$ cat config.mk
export PLATFORM = sky130hd
export DESIGN_NAME = divider_seq_n
export DESIGN_NICKNAME = d
export VERILOG_FILES = /design/src/rtl/div_defs.sv /design/src/rtl/sub_step_n.sv /design/src/rtl/divider_seq_n.sv
export SDC_FILE = /design/constraint.sdc
export NUM_CORES = 1
export LEC_CHECK = 0
export CORE_UTILIZATION = 50
export DETAILED_ROUTE_END_ITERATION = 16
export PLACE_DENSITY = 0.87
export SYNTH_ARGS = -nofsm -noshare
export SYNTH_HDL_FRONTEND = slang
export SYNTH_SLANG_ARGS = --single-unit
$ cat constraint.sdc
create_clock -name clk -period 5.9 [get_ports clk]
set_input_delay 0.59 -clock clk [delete_from_list [all_inputs] [get_ports clk]]
set_output_delay 0.59 -clock clk [all_outputs]
set_load 0.02 [all_outputs]
$ cat src/rtl/div_defs.sv
// Shared definitions for the sequential restoring divider: FSM state encodings
// and the default operand width.
package div_defs;

    localparam int DEF_WIDTH = 8;

    typedef enum logic [1:0] {
        ST_IDLE = 2'd0,
        ST_RUN  = 2'd1,
        ST_DONE = 2'd2
    } state_t;

endpackage

$ cat src/rtl/sub_step_n.sv
// One restoring-division step: a ripple-borrow subtractor built from
// full-subtractor cells, followed by a restore mux.
module sub_step_n #(
    parameter int WIDTH = 8
) (
    input  logic [WIDTH:0]   shifted,
    input  logic [WIDTH-1:0] divisor,
    output logic [WIDTH-1:0] next_rem,
    output logic             q_bit
);

    logic [WIDTH:0] sub_b;
    logic [WIDTH:0] diff;
    logic [WIDTH:0] borrow;

    assign sub_b     = {1'b0, divisor};
    assign borrow[0] = 1'b0;

    genvar i;
    generate
        for (i = 0; i <= WIDTH; i++) begin : g_cell
            assign diff[i] = shifted[i] ^ sub_b[i] ^ borrow[i];
            // The top cell's borrow-out is not needed: the sign of the trial
            // difference already tells us whether to restore.
            if (i < WIDTH) begin : g_bo
                assign borrow[i+1] = (~shifted[i] & sub_b[i]) |
                                     (~(shifted[i] ^ sub_b[i]) & borrow[i]);
            end
        end
    endgenerate

    assign q_bit    = ~diff[WIDTH];
    assign next_rem = q_bit ? diff[WIDTH-1:0] : shifted[WIDTH-1:0];

endmodule

$ cat src/rtl/divider_seq_n.sv
// Sequential unsigned restoring divider, one shift-and-subtract step per clock,
// with a start/ready/done handshake and a divide-by-zero shortcut.
module divider_seq_n
    import div_defs::*;
#(
    parameter int WIDTH = DEF_WIDTH
) (
    input  logic             clk,
    input  logic             rst_n,
    input  logic             start,
    input  logic [WIDTH-1:0] dividend,
    input  logic [WIDTH-1:0] divisor,
    output logic             ready,
    output logic             done,
    output logic [WIDTH-1:0] quotient,
    output logic [WIDTH-1:0] remainder,
    output logic             div_by_zero
);

    localparam int CW = $clog2(WIDTH);

    state_t           state_q, state_d;
    logic [WIDTH-1:0] rem_q, rem_d;
    logic [WIDTH-1:0] q_q, q_d;
    logic [WIDTH-1:0] dvsr_q, dvsr_d;
    logic [CW-1:0]    cnt_q, cnt_d;
    logic [WIDTH-1:0] quotient_q, quotient_d;
    logic [WIDTH-1:0] remainder_q, remainder_d;
    logic             ready_q, ready_d;
    logic             done_q, done_d;
    logic             dbz_q, dbz_d;

    logic [WIDTH:0]   shifted;
    logic [WIDTH-1:0] next_rem;
    logic             q_bit;

    assign shifted = {rem_q, q_q[WIDTH-1]};

    sub_step_n #(.WIDTH(WIDTH)) u_step (
        .shifted  (shifted),
        .divisor  (dvsr_q),
        .next_rem (next_rem),
        .q_bit    (q_bit)
    );

    always_comb begin
        state_d     = state_q;
        rem_d       = rem_q;
        q_d         = q_q;
        dvsr_d      = dvsr_q;
        cnt_d       = cnt_q;
        quotient_d  = quotient_q;
        remainder_d = remainder_q;
        ready_d     = ready_q;
        done_d      = 1'b0;
        dbz_d       = dbz_q;
        case (state_q)
            ST_IDLE: begin
                if (start) begin
                    dvsr_d  = divisor;
                    ready_d = 1'b0;
                    if (divisor != '0) begin
                        state_d = ST_RUN;
                        rem_d   = '0;
                        q_d     = dividend;
                        cnt_d   = CW'(WIDTH - 1);
                        dbz_d   = 1'b0;
                    end else begin
                        state_d     = ST_DONE;
                        quotient_d  = '1;
                        remainder_d = dividend;
                        dbz_d       = 1'b1;
                        done_d      = 1'b1;
                    end
                end
            end
            ST_RUN: begin
                rem_d = next_rem;
                q_d   = {q_q[WIDTH-2:0], q_bit};
                if (cnt_q == '0) begin
                    // Results are published only here, never mid-division.
                    state_d     = ST_DONE;
                    quotient_d  = {q_q[WIDTH-2:0], q_bit};
                    remainder_d = next_rem;
                    done_d      = 1'b1;
                end else begin
                    cnt_d = cnt_q - CW'(1);
                end
            end
            ST_DONE: begin
                state_d = ST_IDLE;
                ready_d = 1'b1;
            end
            default: begin
                state_d = ST_IDLE;
                ready_d = 1'b1;
            end
        endcase
    end

    always_ff @(posedge clk or negedge rst_n) begin
        if (!rst_n) begin
            state_q     <= ST_IDLE;
            rem_q       <= '0;
            q_q         <= '0;
            dvsr_q      <= '0;
            cnt_q       <= '0;
            quotient_q  <= '0;
            remainder_q <= '0;
            ready_q     <= 1'b1;
            done_q      <= 1'b0;
            dbz_q       <= 1'b0;
        end else begin
            state_q     <= state_d;
            rem_q       <= rem_d;
            q_q         <= q_d;
            dvsr_q      <= dvsr_d;
            cnt_q       <= cnt_d;
            quotient_q  <= quotient_d;
            remainder_q <= remainder_d;
            ready_q     <= ready_d;
            done_q      <= done_d;
            dbz_q       <= dbz_d;
        end
    end

    assign ready       = ready_q;
    assign done        = done_q;
    assign quotient    = quotient_q;
    assign remainder   = remainder_q;
    assign div_by_zero = dbz_q;

endmodule

## After elaboration in Yosys (flattened, before gate mapping)

Index checks and enable logic that the tools add are counted.

| word-level totals | value |
|---|---|
| word-level logic and storage cells | 111 |
| register bits after elaboration | 48 |
| output and inout port bits | 19 |

| cells by class | value |
|---|---|
| equality and inequality tests | 6 |
| bitwise logic cells | 55 |
| multiplexer cells | 29 |
| reduce and logical (&&, ||, !) cells | 10 |
| add/subtract/negate cells | 1 |

Operators by type and width:

| cell | number |
|---|---|
| $mux W8 | 11 |
| $pmux W8 S2 | 4 |
| $not A1 Y1 | 17 |
| $xor A1 B1 Y1 | 16 |
| $and A1 B1 Y1 | 15 |
| $ne A2 B2 Y1 const B | 5 |
| $mux W3 | 3 |
| $reduce_and A4 Y1 | 2 |
| $reduce_bool A8 Y1 | 1 |
| $or A1 B1 Y1 | 7 |
| $mux W2 | 3 |
| $pmux W3 S2 | 1 |
| $reduce_and A2 Y1 | 3 |
| $mux W1 | 4 |
| $pmux W1 S2 | 2 |
| $pmux W2 S2 | 1 |
| $logic_not A3 Y1 | 1 |
| $reduce_and A3 Y1 | 1 |
| $sub A3 B1 Y3 const B | 1 |
| $eq A2 B1 Y1 const B | 1 |
| $logic_not A2 Y1 | 1 |
| $reduce_bool A2 Y1 | 1 |

## Logic depth before layout (Yosys ltp)

| logic depth | value |
|---|---|
| depth after elaboration | 20 |
| gate-level depth with buffers | 15 |
| gate-level depth less buffers | 15 |

## Cells and area by module

From an unflattened synthesis, not the netlist that was laid out.

| unflattened totals | value |
|---|---|
| cells, all modules | 208 |
| area total of the unflattened synthesis | 2464.9 µm² |

By module, submodules not included:

| module | seq. area each (µm²) | area an instance (µm²) | times used | cells an instance |
|---|---|---|---|---|
| divider_seq_n | 1202.4 | 2170.8 | 1 | 182 |
| sub_step_n | 0.0 | 294.0 | 1 | 26 |

## Worst setup path before layout

OpenSTA, ideal clock, no wires.

| timing path | value |
|---|---|
| kind | register to register |
| start point | register q_q[7] |
| end point | register remainder_q[2], in the netlist remainder[2] |
| clock period less this slack | 4.206 ns |
| setup time | 0.125 ns |
| cell stages (with the launch flop) | 16 |
| buffers on the path | 0 |
| arrival | 4.082 ns |
| path slack | 1.694 ns |
| cell sequence | dfrtp_1 inv_1 ha_1 inv_1 fa_1 inv_1 fa_1 fa_1 fa_1 fa_1 fa_1 fa_1 xnor2_2 mux2i_1 a21bo_2 mux2_2 |

| on the way | value |
|---|---|
| longest elaborated chain between the ends | 20 |

Ends and longest elaborated chain:

| what | line | text |
|---|---|---|
| from (decl) | divider_seq_n.sv:24 | `logic [WIDTH-1:0] q_q, q_d;` |
| from (signal assigned) | divider_seq_n.sv:116 | `q_q <= q_d;` |
| $not A1 Y1 * | sub_step_n.sv:26 | `assign borrow[i+1] = (~shifted[i] & sub_b[i]) \|` |
| $and A1 B1 Y1 * | sub_step_n.sv:26 |  |
| $and A1 B1 Y1 * | sub_step_n.sv:27 | `(~(shifted[i] ^ sub_b[i]) & borrow[i]);` |
| $or A1 B1 Y1 * | sub_step_n.sv:26 |  |
| $and A1 B1 Y1 | sub_step_n.sv:27 |  |
| $or A1 B1 Y1 | sub_step_n.sv:26 |  |
| $and A1 B1 Y1 | sub_step_n.sv:27 |  |
| $or A1 B1 Y1 | sub_step_n.sv:26 |  |
| [... 4 more ...] | - |  |
| $and A1 B1 Y1 | sub_step_n.sv:27 |  |
| $or A1 B1 Y1 | sub_step_n.sv:26 |  |
| $and A1 B1 Y1 | sub_step_n.sv:27 |  |
| $or A1 B1 Y1 | sub_step_n.sv:26 |  |
| $xor A1 B1 Y1 | sub_step_n.sv:22 | `assign diff[i] = shifted[i] ^ sub_b[i] ^ borrow[i];` |
| $mux W8 * | sub_step_n.sv:33 | `assign next_rem = q_bit ? diff[WIDTH-1:0] : shifted[WIDTH-1:0];` |
| $mux W8 * | divider_seq_n.sv:80 | `if (cnt_q == '0) begin` |
| $pmux W8 S2 * | divider_seq_n.sv:57 | `case (state_q)` |
| to (signal assigned) | divider_seq_n.sv:120 | `remainder_q <= remainder_d;` |
| to (decl) | divider_seq_n.sv:28 | `logic [WIDTH-1:0] remainder_q, remainder_d;` |

Every way passes the cells marked *; elsewhere a longest branch is shown, timed or not. The select of a mux whose other input is x is not followed.
A chain may end at the register's enable or synchronous reset.

## Final worst setup path

| timing path | value |
|---|---|
| start point | register q_q[7] |
| end point | register remainder_q[1], in the netlist remainder[1] |

| on the way | value |
|---|---|
| longest elaborated chain between the ends | 20 |

Ends and longest elaborated chain:

| what | line |
|---|---|
| $not A1 Y1 * | sub_step_n.sv:26 |
| $and A1 B1 Y1 * | sub_step_n.sv:26 |
| $and A1 B1 Y1 | sub_step_n.sv:27 |
| $or A1 B1 Y1 | sub_step_n.sv:26 |
| $and A1 B1 Y1 | sub_step_n.sv:27 |
| $or A1 B1 Y1 | sub_step_n.sv:26 |
| $and A1 B1 Y1 | sub_step_n.sv:27 |
| $or A1 B1 Y1 | sub_step_n.sv:26 |
| [... 4 more ...] | - |
| $and A1 B1 Y1 | sub_step_n.sv:27 |
| $or A1 B1 Y1 | sub_step_n.sv:26 |
| $and A1 B1 Y1 | sub_step_n.sv:27 |
| $or A1 B1 Y1 | sub_step_n.sv:26 |
| $xor A1 B1 Y1 | sub_step_n.sv:22 |
| $mux W8 * | sub_step_n.sv:33 |
| $mux W8 * | divider_seq_n.sv:80 |
| $pmux W8 S2 * | divider_seq_n.sv:57 |

Marks and branches as above.

==> impl_metrics.tcl <==
set metrics [dict create \
    run_status "complete, but fails checks" \
    violations "design-rule violations" \
    finalCritPeriodShare_pct 79.5 \
    synth_cell_type_count 34 \
    cp_max_fo 9 \
    hold_violations 0 \
    cts_tree "built" \
    cts.htree.levels 2 \
    final_nets 279 \
    yosys_register_bits 48 \
    dieArea_um2 5040 \
    multiInputGateArea_um2 1050 \
    critPathCaptureType "flop" \
    dieWidth_um 71.0 \
    max-slew-margin-rel_pct 31.1 \
    slew_viol_final 0 \
    grt.total_usage_pct 20.6 \
    regArea_um2 1200 \
    drt.antenna.violating_nets 0 \
    ys_async_sr_fraction_pct 100 \
    ioPinCount 38 \
    first_pass_iters 10 \
    clk_pin_slew_ps 80 \
    reg2reg_depth 15 \
    setup_violations 0 \
    timing.final.ws_setup_ps 1210 \
    cts_resized 0 \
    dp_hpwl_um 3340 \
    cts_sinks 48 \
    grt_pass1_vias 1681 \
    die_y_um 71.0 \
    fmax_mhz 213 \
    drive_gt1_share_pct 15.1 \
    grt-ovfl-total 0 \
    vias_per_cell 5.53 \
    finalPower_mw 1.83 \
    nFillCells 343 \
    numCtsBuffers 5 \
    crit_required_ps 6080 \
    synth_fp_nets 244 \
    place_ws_ps 1280 \
    worstMarginPinSlew_ps 1030 \
    start_util_pct 53.2 \
    grt_pass1_wl_um 7840 \
    avgSynthCellArea_um2 11.1 \
    synthCells 215 \
    synth.yosys.seq_area_share_pct 50.6 \
    diodes 0 \
    finalCriticalPeriod_ps 4690 \
    netlist.area_leader.share_pct 49.4 \
    wl_per_cell_um 15.4 \
    critPathKind "flop to flop" \
    peakVddDrop_v 0.000357 \
    rows 24 \
    core_um2 4470 \
    final_design_area_no_fill_um2 2840 \
    setup_tns_ps 0 \
    gp_congestion 0.873 \
    fin_util_pct 63.5 \
    area_growth_pct 19.4 \
    yosysWarnings 0 \
    insertion_delay_ps 300 \
    grt_max_degree 49 \
    port-buffer-count 37 \
    cts_setup_buffers 0 \
    synth-edff-count 0 \
    r2r_slack_ps 1210 \
    holdCritPathClass "input port to asynchronous set/reset pin" \
    cp.arrival_ps 4870 \
    leakagePower_nw 1.31 \
    drc 1 \
    antenna_found_initial 0 \
    syn_area_um2 2380 \
    synth_top_cell_by_area "dfrtp_1" \
    place_area_um2 2750 \
    clock_skew_ps 6.44 \
    num_vias 1676 \
    drt-total-wl_um 4670 \
    rsz0062_at_grt "no" \
    root_buffer "clkbuf_8" \
    crit_path_start_kind "flop" \
    drt_iter0_markers 163 \
    synthFlopType "dfrtp_1" \
    synth_area_leaders "dfrtp_1 49%, nand2_1 8.8%, mux2_2 6.6%" \
    cellPowerDensity_nw_per_um2 644 \
    cts-hold-fix-buffers 0 \
    clockBufferDepth 2 \
    cap_violations 0 \
]
-- worst paths after layout --
check,from,end
max in group asynchronous,rst_n,rem_q[4]$_DFFE_PN0P_
min in group clk,quotient[1]$_DFFE_PN0P_,quotient[1]$_DFFE_PN0P_
min reg2reg,quotient[1]$_DFFE_PN0P_,quotient[1]$_DFFE_PN0P_
max reg2reg,q_q[7]$_DFFE_PN0P_,remainder[1]$_DFFE_PN0P_
min,rst_n,quotient[4]$_DFFE_PN0P_
max,q_q[7]$_DFFE_PN0P_,remainder[1]$_DFFE_PN0P_
-- area by class of cell --
type	instances	share of cell area [%]
well taps	52	2.29
repair buffers	38	13.1
inverters	15	1.98
multi-input cells	142	37.1
flip-flops and latches	48	42.4
clock buffers	8	3.17
-- cell usage in the layout (no fill, tap or decap), types with 2 or more instances in the layout --
cell,Yosys,final
nand2_1,56,56
dfrtp_1,47,47
clkdlybuf4s50_1,0,36
inv_1,15,15
mux2_2,14,14
o21ai_0,12,12
o22a_1,7,7
fa_1,7,7
mux2i_1,6,6
clkbuf_8,0,6
nor2_1,5,5
a21bo_2,5,5
mux2_4,4,4
ha_1,3,3
nor4_2,2,2
nor2b_1,2,2
nand3_1,2,2
o311ai_0,2,2
o31a_1,2,2
a21oi_1,2,2
clkbuf_1,4,2
-- sequential cells by signal, indices dropped and copies added, names as in the netlist --
signal / cells
cnt_q: 3
div_by_zero: 1
q_q: 8
quotient: 8
done: 1
ready: 1
dvsr_q: 8
rem_q: 8
remainder: 8
state_q: 2
-- cells in the mapped netlist, drive strengths merged (2+ instances only) --
cell type,instances
nand2,57
clkbuf,4
dfrtp,47
o311ai,2
a21oi,2
inv,15
nand3,2
nor2,5
o21ai,13
fa,7
o31a,2
a21bo,5
nor4,2
o22a,7
mux2i,6
buf,6
nor2b,2
mux2,18
ha,3
-- through the flow --
stage          instances  hold slack (ps)
3_5_place_dp         295              476
4_1_cts              303              494
6_report             303              465
2_1_floorplan        215              294
5_1_grt              303              525
3_3_place_gp         295              466
-- cell families after synthesis --
kind of cell,synth area share [%]
buffers and inverters,5.21
flip-flops,50.6
XOR/XNOR,1.37
AO/OA/AOI/OAI,11.1
multiplexers,11.7
AND/OR/NAND/NOR,12.6
adder cells (fa/ha/maj),7.47
-- routing by layer --
layer | track usage [%] | vias up | wire length [um]
li1 | - | 778 | -
met1 | 27.3 | 832 | 2020
met2 | 32.1 | 57 | 2290
met3 | 6.27 | 9 | 265
met4 | 8.22 | 0 | 84
met5 | 0 | - | 0
-- report_power, final --
group | total [mW] | internal [mW] | switching [mW] | leakage [nW]
logic | 1.05 | 0.496 | 0.550 | 0.680
registers | 0.585 | 0.489 | 0.0962 | 0.583
clock network | 0.196 | 0.0956 | 0.100 | 0.0455
-- worst max-delay path, stage by stage, from the launching register on --
cell	delay, ps
dfrtp_1	350
inv_1	60
ha_1	200
inv_1	70
fa_1	170
inv_1	50
fa_1	370
fa_1	390
fa_1	390
fa_1	400
fa_1	400
fa_1	470
xor2_2	460
mux2i_1	380
o21ai_0	130
mux2_2	290
(Power assumes the default switching activity.)
